==> config.mk <==
export PLATFORM = sky130hd
export DESIGN_NAME = nibble_add_seq
export DESIGN_NICKNAME = d
export VERILOG_FILES = /design/src/rtl/nibble_add_seq.sv
export SDC_FILE = /design/constraint.sdc
export NUM_CORES = 1
export LEC_CHECK = 0
export CORE_UTILIZATION = 51
export DETAILED_ROUTE_END_ITERATION = 10
export PLACE_DENSITY = 0.85
export SLEW_MARGIN = 5
export SYNTH_ARGS = -nofsm -noshare
export SYNTH_HDL_FRONTEND = slang
export SYNTH_SLANG_ARGS = --single-unit
==> constraint.sdc <==
create_clock -name clk -period 4 [get_ports clk]
set_input_delay 0.6 -clock clk [delete_from_list [all_inputs] [get_ports clk]]
set_output_delay 0.6 -clock clk [all_outputs]
set_load 0.05 [all_outputs]
==> src/rtl/nibble_add_seq.sv <==
// nibble_add_seq: performs a W-bit addition (W = 4*NIBBLES) one nibble per
// cycle on an external 4-bit combinational adder.
// - The adder's carry-out is fed back as the carry-in for the next nibble.
// - Optional feature macro ADD_SEQ_OVF_EN adds a registered two's-complement
//   overflow output, ovf.
//
// Handshake: start is accepted on a rising edge while the FSM is in IDLE or
// DONE (never in RUN, and nothing is queued). done is a one-cycle valid pulse.
// sum/cout (and ovf) hold their value until the next accepted start.
module nibble_add_seq #(
  parameter  int NIBBLES = 4,
  localparam int W       = 4 * NIBBLES
) (
  input  logic         clk,
  input  logic         reset_n,
  input  logic         start,
  input  logic [W-1:0] a,
  input  logic [W-1:0] b,
  input  logic         cin_in,
  output logic         busy,
  output logic         done,
  output logic [W-1:0] sum,
  output logic         cout,
  output logic [3:0]   r1,
  output logic [3:0]   r2,
  output logic         cin,
  input  logic [3:0]   result,
  input  logic         carry,
`ifdef ADD_SEQ_OVF_EN
  output logic         ovf,
`endif
  output logic [1:0]   state_dbg
);

  localparam int IW = $clog2(NIBBLES);
  localparam logic [IW-1:0] LAST = IW'(NIBBLES - 1);

  typedef enum logic [1:0] {
    IDLE = 2'd0,
    RUN  = 2'd1,
    DONE = 2'd2
  } state_t;

  state_t        state;
  state_t        state_nxt;
  logic [IW-1:0] idx;
  logic [W-1:0]  a_reg;
  logic [W-1:0]  b_reg;
  logic          carry_reg;
  logic          accept;
  logic          last_nibble;

  assign accept      = start && (state == IDLE || state == DONE);
  assign last_nibble = (state == RUN) && (idx == LAST);
  assign busy        = (state == RUN);
  assign done        = (state == DONE);
  assign state_dbg   = state;

  // State register, operand latches, nibble index and result accumulation
  always_ff @(posedge clk or negedge reset_n) begin
    if (!reset_n) begin
      state     <= IDLE;
      idx       <= '0;
      a_reg     <= '0;
      b_reg     <= '0;
      carry_reg <= 1'b0;
      sum       <= '0;
      cout      <= 1'b0;
    end else begin
      state <= state_nxt;
      if (accept) begin
        a_reg     <= a;
        b_reg     <= b;
        carry_reg <= cin_in;
        idx       <= '0;
        sum       <= '0;
        cout      <= 1'b0;
      end else if (state == RUN) begin
        sum[4*idx +: 4] <= result;
        carry_reg       <= carry;
        if (idx == LAST) begin
          idx  <= '0;
          cout <= carry;
        end else begin
          idx <= idx + 1'b1;
        end
      end
    end
  end

`ifdef ADD_SEQ_OVF_EN
  // Overflow flag: the top nibble's result is still on the adder bus at the
  // final edge, so its MSB stands in for sum[W-1].
  always_ff @(posedge clk or negedge reset_n) begin
    if (!reset_n) begin
      ovf <= 1'b0;
    end else if (accept) begin
      ovf <= 1'b0;
    end else if (last_nibble) begin
      ovf <= (a_reg[W-1] == b_reg[W-1]) && (result[3] != a_reg[W-1]);
    end
  end
`endif

  // Next-state logic and adder operand drive (zero outside RUN)
  always_comb begin
    state_nxt = state;
    r1        = 4'd0;
    r2        = 4'd0;
    cin       = 1'b0;
    case (state)
      IDLE: begin
        if (start) state_nxt = RUN;
      end
      RUN: begin
        r1  = a_reg[4*idx +: 4];
        r2  = b_reg[4*idx +: 4];
        cin = carry_reg;
        if (last_nibble) state_nxt = DONE;
      end
      DONE: begin
        state_nxt = start ? RUN : IDLE;
      end
      default: state_nxt = IDLE;
    endcase
  end

endmodule

==> flow_summary.yaml, run 1 <==
routing:
  totalWireLength_mm: 5.65
  post_drt_wl_per_cell_um: 13.9
  via_count: 2097
  dr.first_iter.drc_count: 137
  drt.antenna.violating_nets: 0
  drt-vias-per-instance: 5.15
  remaining_drc_errors: 0
  pre_antenna_drt_iters: 4
pwr:
  power_per_cell_area_mw_per_mm2: 845
  peak_ir_drop_on_the_vdd_network_mv: 0.555
  leakage_nw: 1.55
timing:
  worst_slew_margin_rel_pct: 24.3
  tightest_slew_ns: 1.14
  finClkSkew_ns: 0.00198
  finalMaxSlewViolations: 0
  number_of_hold_violations_in_the_final_report: 0
  fin_worst_hold_slack_ns: 0.409
  final.setup.tns_ns: 0
  final-setup-viol-count: 0
  timing.fmax_mhz: 305
  rsz0062_at_grt: "false"
  timing.final.crit_share_pct: 81.9
  finalCriticalPeriod_ns: 3.28
critical_path:
  cp_slowest_cell: "dfrtp_1"
  arrival_ns: 2.68
  cp_max_fo: 26
  critPathMaxStageDelay_ns: 1.10
  crit_path_cell_trace: "mux2i_1 -> o22ai_1 -> clkdlybuf4s50_1"
  endpoint_kind: "primary output"
  cpLargestDelayFamily: "flip-flops"
  critical_path_launch_point_type: "flop"
  cp_data_required_time_ns: 3.40
  criticalPathCategory: "flop to primary output"
  combined_buffer_and_inverter_count_along_the_critical_path: 1
outcome:
  outcome: "finished, final reports clean"
synth:
  syn_area_mm2: 0.00252
  synthDominantAreaCellType: "dfrtp_1"
  yosysSeqAreaShare_pct: 53.6
  synthDominantCellAreaShare_pct: 53.6
  postSynthNetCount: 320
  ys_warn_count: 0
  mean_area_per_synthesized_cell_um2: 9.23
  largest_cells_by_area_after_synthesis: "dfrtp_1 54%, nand2_1 17%, mux2i_1 6.4%"
  yosysUniqueCellTypes: 26
  ys_seq_elements: 54
  postSynthCellCount: 273
cells_and_area:
  diodes: 0
  finalNetCount: 386
  drive_gt1_share_pct: 4.41
  finish.utilization_pct: 70.7
  area_growth_pct: 32.5
grt:
  grt_max_degree: 55
  wire_length_of_the_first_global_routing_pass_mm: 9.64
  globalRouteOverflowTotal: 0
  grt_pass1_vias: 2068
  grt.total_usage_pct: 24.4
  antenna_violations_before_repair: 0
clock_network:
  cts.reportedPaths.clkPinSlew_ns: 0.09
  clock-root-buffer: "clkbuf_8"
  cts_buffer_count: 5
  tritoncts: "built"
  clockBufferDepth: 2
  htree_num_levels: 2
  cts_setup_buffers: 0
  clkSinkCount: 54
  holdBufCountCts: 0
  clock_insertion_delay_worst_skew_ns: 0.31
  post_cts.resized_instances: 0
floorplan:
  die_area_mm2: 0.00523
  initial_utilization_pct: 53.4
  core_footprint_mm2: 0.00472
  fp.dieW_um: 72.3
  fp.dieH_um: 72.3
  num_rows: 25
  io-pin-count: 71
hold_path:
  worstHoldPathType: "input port to async pin"
placement:
  globalplace.congestion: 0.782
  numPortBuffers: 70
  dp_hpwl_mm: 4.09
run:
  max-cap-violations: 0
final timing paths:
check | from | to | slack (ns) | cells after the start
max in group asynchronous | reset_n | idx[1] | 3.17 | 2
max reg2reg | idx[0] | sum[11] | 1.46 | 5
min | reset_n | sum[11] | 0.41 | 2
min reg2reg | b_reg[15] | b_reg[15] | 0.48 | 2
min in group clk | b_reg[15] | b_reg[15] | 0.48 | 2
max | idx[0] | r2[2] | 0.72 | 3
placed cells by master (no fill, tap or decap):
cell type | synthesis | final
bufinv_16 | 0 | 1
nor2_1 | 2 | 2
inv_1 | 2 | 2
nand2b_4 | 1 | 1
nand3b_1 | 4 | 4
a22oi_1 | 1 | 1
mux2i_1 | 16 | 16
o21ai_0 | 10 | 10
o31ai_1 | 2 | 2
buf_4 | 4 | 3
nor2b_1 | 3 | 2
a21oi_1 | 8 | 8
inv_4 | 1 | 1
buf_2 | 7 | 1
nor3_1 | 1 | 1
o22ai_1 | 8 | 8
nand2b_1 | 1 | 1
and2_1 | 2 | 2
dfrtp_1 | 54 | 54
ha_1 | 6 | 6
nand2_1 | 113 | 113
nand4_1 | 8 | 8
clkbuf_1 | 0 | 2
nor3b_2 | 2 | 2
clkbuf_8 | 0 | 5
nor2b_2 | 0 | 1
nand3_1 | 13 | 13
clkdlybuf4s50_1 | 0 | 69
a31oi_1 | 1 | 1
power breakdown:
part           switching (mW)  leakage (nW)  internal (mW)
logic                   0.949         0.802          0.534
registers               0.207         0.691          0.771
clock network           0.171        0.0524          0.187
total                    1.33          1.55           1.49
layer usage:
metal / global-route usage, % / wire length, um / share of wire [%] / vias to the layer above
met5: 0 / 0 / 0 / -
met4: 6.75 / 70 / 1.2 / 0
met3: 6.25 / 335 / 5.9 / 8
met2: 42.2 / 2880 / 51 / 66
met1: 30.3 / 2370 / 42 / 988
li1: - / - / - / 1035
cells in the mapped netlist, drive strengths merged:
library cell	count
nand2	113
dfrtp	54
mux2i	16
buf	13
nand3	13
o21ai	10
a21oi	8
nand4	8
o22ai	8
ha	6
nand3b	4
inv	3
nor2b	3
and2	2
nand2b	2
nor2	2
nor3b	2
o31ai	2
a22oi	1
a31oi	1
clkbuf	1
nor3	1
metrics by stage:
step / cells / area, um^2 / power, mW / setup WS (ns)
after global placement: 399 / 3230 / 2.43 / 1.17
after CTS: 407 / 3340 / 2.83 / 0.718
after global routing: 407 / 3340 / 3.00 / 0.612
after detailed placement: 399 / 3230 / 2.47 / 1.08
after floorplan: 273 / 2520 / 2.02 / 1.46
final: 407 / 3340 / 2.82 / 0.724
worst reg2reg max path: cells and delay by family, from the launching register on:
| kind | cells | cell delay, ns |
|---|---|---|
| AND/OR/NAND/NOR | 2 | 0.49 |
| adder cells (fa/ha/maj) | 1 | 0.50 |
| flip-flops | 1 | 1.10 |
| AO/OA/AOI/OAI | 1 | 0.16 |
| buffers and inverters | 1 | 0.22 |
cells by family after synthesis:
| kind of cell | synth area share [%] |
|---|---|
| mux | 6.36 |
| fa+ha+maj | 2.98 |
| compound gates | 6.70 |
| simple gates | 26.1 |
| flops | 53.6 |
| buf+inv | 4.22 |
layout make-up:
class / count / area [um^2]
clock buffers: 7 / 76.3
clock inverters: 1 / 30.0
fillers: 378 / 1390
inverters: 3 / 13.8
multi-input cells: 202 / 1060
flip-flops and latches: 54 / 1350
well taps: 67 / 83.8
repair buffers: 73 / 718
No activity file was read; power rests on OpenSTA's default activity.
==> run 2: changes to the inputs <==
- CORE_UTILIZATION: 51 -> 43
- PLACE_DENSITY: 0.85 -> 0.76
- clock period: 4 -> 2.7 ns (I/O delays scaled with it)
==> flow_summary.yaml, run 2 (synthesis results as in run 1) <==
cells_and_area:
  multi_input_area_mm2: 0.00106
  final_common_cell: "nand2_1"
  seqCellArea_mm2: 0.00135
  finalNetCount: 388
  area_growth_pct: 36.6
  drive_gt1_share_pct: 7.89
  fillerInstances: 510
  mostFrequentLayoutCells: "113 x nand2_1, 61 x clkdlybuf4s50_1, 54 x dfrtp_1"
  diodes: 0
clock_network:
  clock_insertion_delay_worst_skew_ns: 0.31
  tritoncts: "built"
  holdBufCountCts: 0
  cts_setup_buffers: 0
  htree_num_levels: 2
  clock-root-buffer: "clkbuf_8"
  clockBufferDepth: 2
  cts_buffer_count: 5
  post_cts.resized_instances: 0
  clkSinkCount: 54
  cts.reportedPaths.clkPinSlew_ns: 0.10
hold_path:
  worstHoldPathType: "input port to async pin"
placement:
  globalplace.congestion: 0.803
  numPortBuffers: 70
  dp_hpwl_mm: 4.14
routing:
  remaining_drc_errors: 0
  drt-vias-per-instance: 4.97
  dr.first_iter.drc_count: 99
  drt.antenna.violating_nets: 0
  via_count: 2059
  pre_antenna_drt_iters: 4
  totalWireLength_mm: 5.65
  post_drt_wl_per_cell_um: 13.6
grt:
  wire_length_of_the_first_global_routing_pass_mm: 9.49
  grt_max_degree: 48
  busiest_layer: "met2"
  groute.layer.met1.usage_pct: 24.0
  globalRouteMet3Util_pct: 5.47
  globalRouteOverflowTotal: 0
  grt_pass1_vias: 2051
  antenna_violations_before_repair: 0
  grt.total_usage_pct: 19.8
  gr-usage-met2_pct: 33.7
floorplan:
  die_area_mm2: 0.00617
  io-pin-count: 71
  fp.dieH_um: 78.6
  initial_utilization_pct: 45.2
  fp.dieW_um: 78.6
  core_footprint_mm2: 0.00557
  num_rows: 27
run:
  max-cap-violations: 0
timing:
  worst_slew_margin_rel_pct: 32.3
  rsz0062_at_grt: "false"
  timing.fmax_mhz: 406
  finalMaxSlewViolations: 0
  final.setup.tns_ns: 0
  finalCriticalPeriod_ns: 2.46
  timing.final.crit_share_pct: 91.3
  tightest_slew_ns: 1.02
  finClkSkew_ns: 0.00762
  number_of_hold_violations_in_the_final_report: 0
  final-setup-viol-count: 0
pwr:
  power_per_cell_area_mw_per_mm2: 1280
  leakage_nw: 1.60
  post-layout-total-power_mw: 4.42
  peak_ir_drop_on_the_vdd_network_mv: 0.972
critical_path:
  arrival_ns: 2.06
  critical_path_launch_point_type: "flop"
  cp_data_required_time_ns: 2.30
  endpoint_kind: "primary output"
  cp_max_fo: 18
  criticalPathCategory: "flop to primary output"
outcome:
  outcome: "finished, final reports clean"
## run 2: through the flow
stage / hold slack [ns] / setup WS [ns] / util, % / area [um^2] / std cells
3_3_place_gp: 0.459 / 0.614 / 59.8 / 3330 / 406
4_1_cts: 0.296 / 0.224 / 61.8 / 3440 / 414
6_report: 0.264 / 0.236 / 61.8 / 3440 / 414
3_5_place_dp: 0.462 / 0.575 / 59.8 / 3330 / 406
2_1_floorplan: 0.109 / 0.351 / - / 2520 / 273
5_1_grt: 0.354 / 0.145 / 61.8 / 3440 / 414
## run 2: report_power, final
part / leakage [nW] / internal (mW) / switching (mW)
combinational: 0.852 / 0.977 / 1.54
sequential: 0.691 / 1.14 / 0.224
clock: 0.0579 / 0.273 / 0.262
## run 2: area by class of cell
cell class / instances / area share [%]
inverter: 3 / 0.400
tap: 72 / 2.62
timing repair buffer: 75 / 23.6
multi-input combinational: 202 / 30.9
clock inverter: 3 / 1.16
sequential: 54 / 39.3
clock buffer: 5 / 2.00
## run 2: worst paths after layout
path / startpoint / endpoint / slack [ns] / depth (start not counted)
setup / recovery: state_dbg[0] / cin / 0.24 / 4
hold / removal: reset_n / sum[5] / 0.26 / 1
setup reg to reg: idx[0] / sum[8] / 0.76 / 6
hold reg to reg: b_reg[2] / b_reg[2] / 0.48 / 2
max in group asynchronous: reset_n / a_reg[2] / 1.72 / 2
min in group clk: b_reg[2] / b_reg[2] / 0.48 / 2
## run 2: per-layer routing
metal  vias to the layer above  part of all wire (%)
li1                       1042                     -
met4                         0                   1.6
met5                         -                     0
met1                       950                    43
met2                        57                    50
met3                        10                   5.5
## run 2: critical path, stage by stage (launching register included)
cell and delay (ns):
dfrtp_1 0.54, nand2b_4 0.12, inv_4 0.16, and2_1 0.14, clkdlybuf4s50_1 0.79
==> run 3: changes to the inputs <==
- CAP_MARGIN: not set -> 20
==> flow_summary.yaml, run 3 (synthesis results as in run 1) <==
outcome:
  outcome: "finished, final reports clean"
placement:
  postPlaceCellArea_mm2: 0.00333
  globalplace.congestion: 0.803
  dp_worst_setup_slack_ns: 0.575
  dp_hpwl_mm: 4.14
  numPortBuffers: 70
cells_and_area:
  drive_gt1_share_pct: 8.14
  finalNetCount: 390
  area_growth_pct: 37.8
  diodes: 0
  final_area_mm2: 0.00347
  mostFrequentLayoutCells: "113 x nand2_1, 61 x clkdlybuf4s50_1, 54 x dfrtp_1"
  final_common_cell: "nand2_1"
routing:
  drt.antenna.violating_nets: 0
  drt-vias-per-instance: 4.96
  pre_antenna_drt_iters: 4
  via_count: 2062
  totalWireLength_mm: 5.65
  remaining_drc_errors: 0
  dr.first_iter.drc_count: 85
  post_drt_wl_per_cell_um: 13.6
timing:
  layout_setup_ws_ns: 0.234
  timing.fmax_mhz: 406
  finalMaxSlewViolations: 0
  number_of_hold_violations_in_the_final_report: 0
  finClkSkew_ns: 0.00759
  timing.final.crit_share_pct: 91.3
  rsz0062_at_grt: "false"
  final.setup.tns_ns: 0
  final-setup-viol-count: 0
  finalCriticalPeriod_ns: 2.47
  tightest_slew_ns: 0.521
  worst_slew_margin_rel_pct: 65.1
clock_network:
  clock_insertion_delay_worst_skew_ns: 0.31
  cts.reportedPaths.clkPinSlew_ns: 0.10
  clkSinkCount: 54
  cts_buffer_count: 5
  cts_setup_buffers: 0
  post_cts.resized_instances: 0
  htree_num_levels: 2
  clockBufferDepth: 2
  tritoncts: "built"
  clock-root-buffer: "clkbuf_8"
grt:
  globalRouteOverflowTotal: 0
  grt.total_usage_pct: 19.8
  wire_length_of_the_first_global_routing_pass_mm: 9.49
  antenna_violations_before_repair: 0
  grt_pass1_vias: 2051
  grt_max_degree: 48
floorplan:
  die_area_mm2: 0.00617
  num_rows: 27
  fp.dieW_um: 78.6
  io-pin-count: 71
  fp.dieH_um: 78.6
  initial_utilization_pct: 45.2
  core_footprint_mm2: 0.00557
pwr:
  swShare_pct: 45.9
  peak_ir_drop_on_the_vdd_network_mv: 0.972
  post-layout-total-power_mw: 4.43
  leakage_nw: 1.61
  power_per_cell_area_mw_per_mm2: 1270
  pwr-share-clk_pct: 12.1
  pwr-share-seq_pct: 30.9
  pwr-share-comb_pct: 57.0
  internal_power_mw: 2.40
  p_sw_mw: 2.03
critical_path:
  endpoint_kind: "primary output"
  cp_slowest_cell: "clkdlybuf4s50_1"
  critPathMaxStageDelay_ns: 0.79
  arrival_ns: 2.06
  cp_max_fo: 18
  critical_path_launch_point_type: "flop"
  criticalPathCategory: "flop to primary output"
  crit_path_cell_trace: "nand2b_4 -> inv_4 -> and2_1 -> clkdlybuf4s50_1"
  cp_data_required_time_ns: 2.30
hold_path:
  worstHoldPathType: "flop to flop"
run:
  max-cap-violations: 0
[run 3: cell count changes in the layout (fill, tap and decap cells not counted), sizes merged]
cell / previous run / this run
dlygate4sd3: 0 / 1
buf: 14 / 15
[run 3: worst max-delay path: cells and delay by family, from the launching register on]
kind | cells | cell delay (ns)
and+or+nand+nor | 2 | 0.26
buffers and inverters | 2 | 0.95
DFF | 1 | 0.54
[run 3: area by class of cell]
cell class	instances	area, um^2
well taps	72	90.1
inverters	3	13.8
fillers	506	2100
repair buffers	77	843
flip-flops and latches	54	1350
clock inverters	3	40.0
multi-input cells	202	1060
clock buffers	5	68.8
[run 3: final timing paths]
path | startpoint | end | slack (ns) | cells after the start
worst max register to register | idx[0] | sum[8] | 0.76 | 6
min in group asynchronous | reset_n | sum[5] | 0.50 | 2
worst max-delay path | state_dbg[0] | cin | 0.23 | 4
worst min-delay path | b_reg[2] | b_reg[2] | 0.48 | 2
max in group asynchronous | reset_n | a_reg[2] | 1.53 | 4
worst min register to register | b_reg[2] | b_reg[2] | 0.48 | 2
[run 3: metrics by stage]
step / cells / util (%) / hold WS [ns]
4_1_cts: 414 / 61.8 / 0.296
2_1_floorplan: 273 / - / 0.109
5_1_grt: 416 / 62.3 / 0.504
3_3_place_gp: 406 / 59.8 / 0.459
3_5_place_dp: 406 / 59.8 / 0.462
6_report: 416 / 62.3 / 0.484
[run 3: routing by layer]
metal | global-route usage [%] | vias up | part of all wire, %
met2 | 33.7 | 57 | 50
met1 | 24.0 | 948 | 43
li1 | - | 1047 | -
met4 | 6.85 | 0 | 1.8
met5 | 0 | - | 0
met3 | 5.47 | 10 | 5.3
[run 3: timing repair]
item,CTS,global route
hold buffers,0,1
endpoints found under the setup margin,0,0
endpoints found under the hold margin,0,11
[run 3: power groups by stage]
stage	clock network [mW]	logic, mW	registers [mW]
finish	0.536	2.52	1.37
global route	0.581	2.72	1.40
detailed placement	0	2.53	1.39
CTS	0.544	2.54	1.37
floorplan	0	1.38	1.62
global placement	0	2.50	1.36
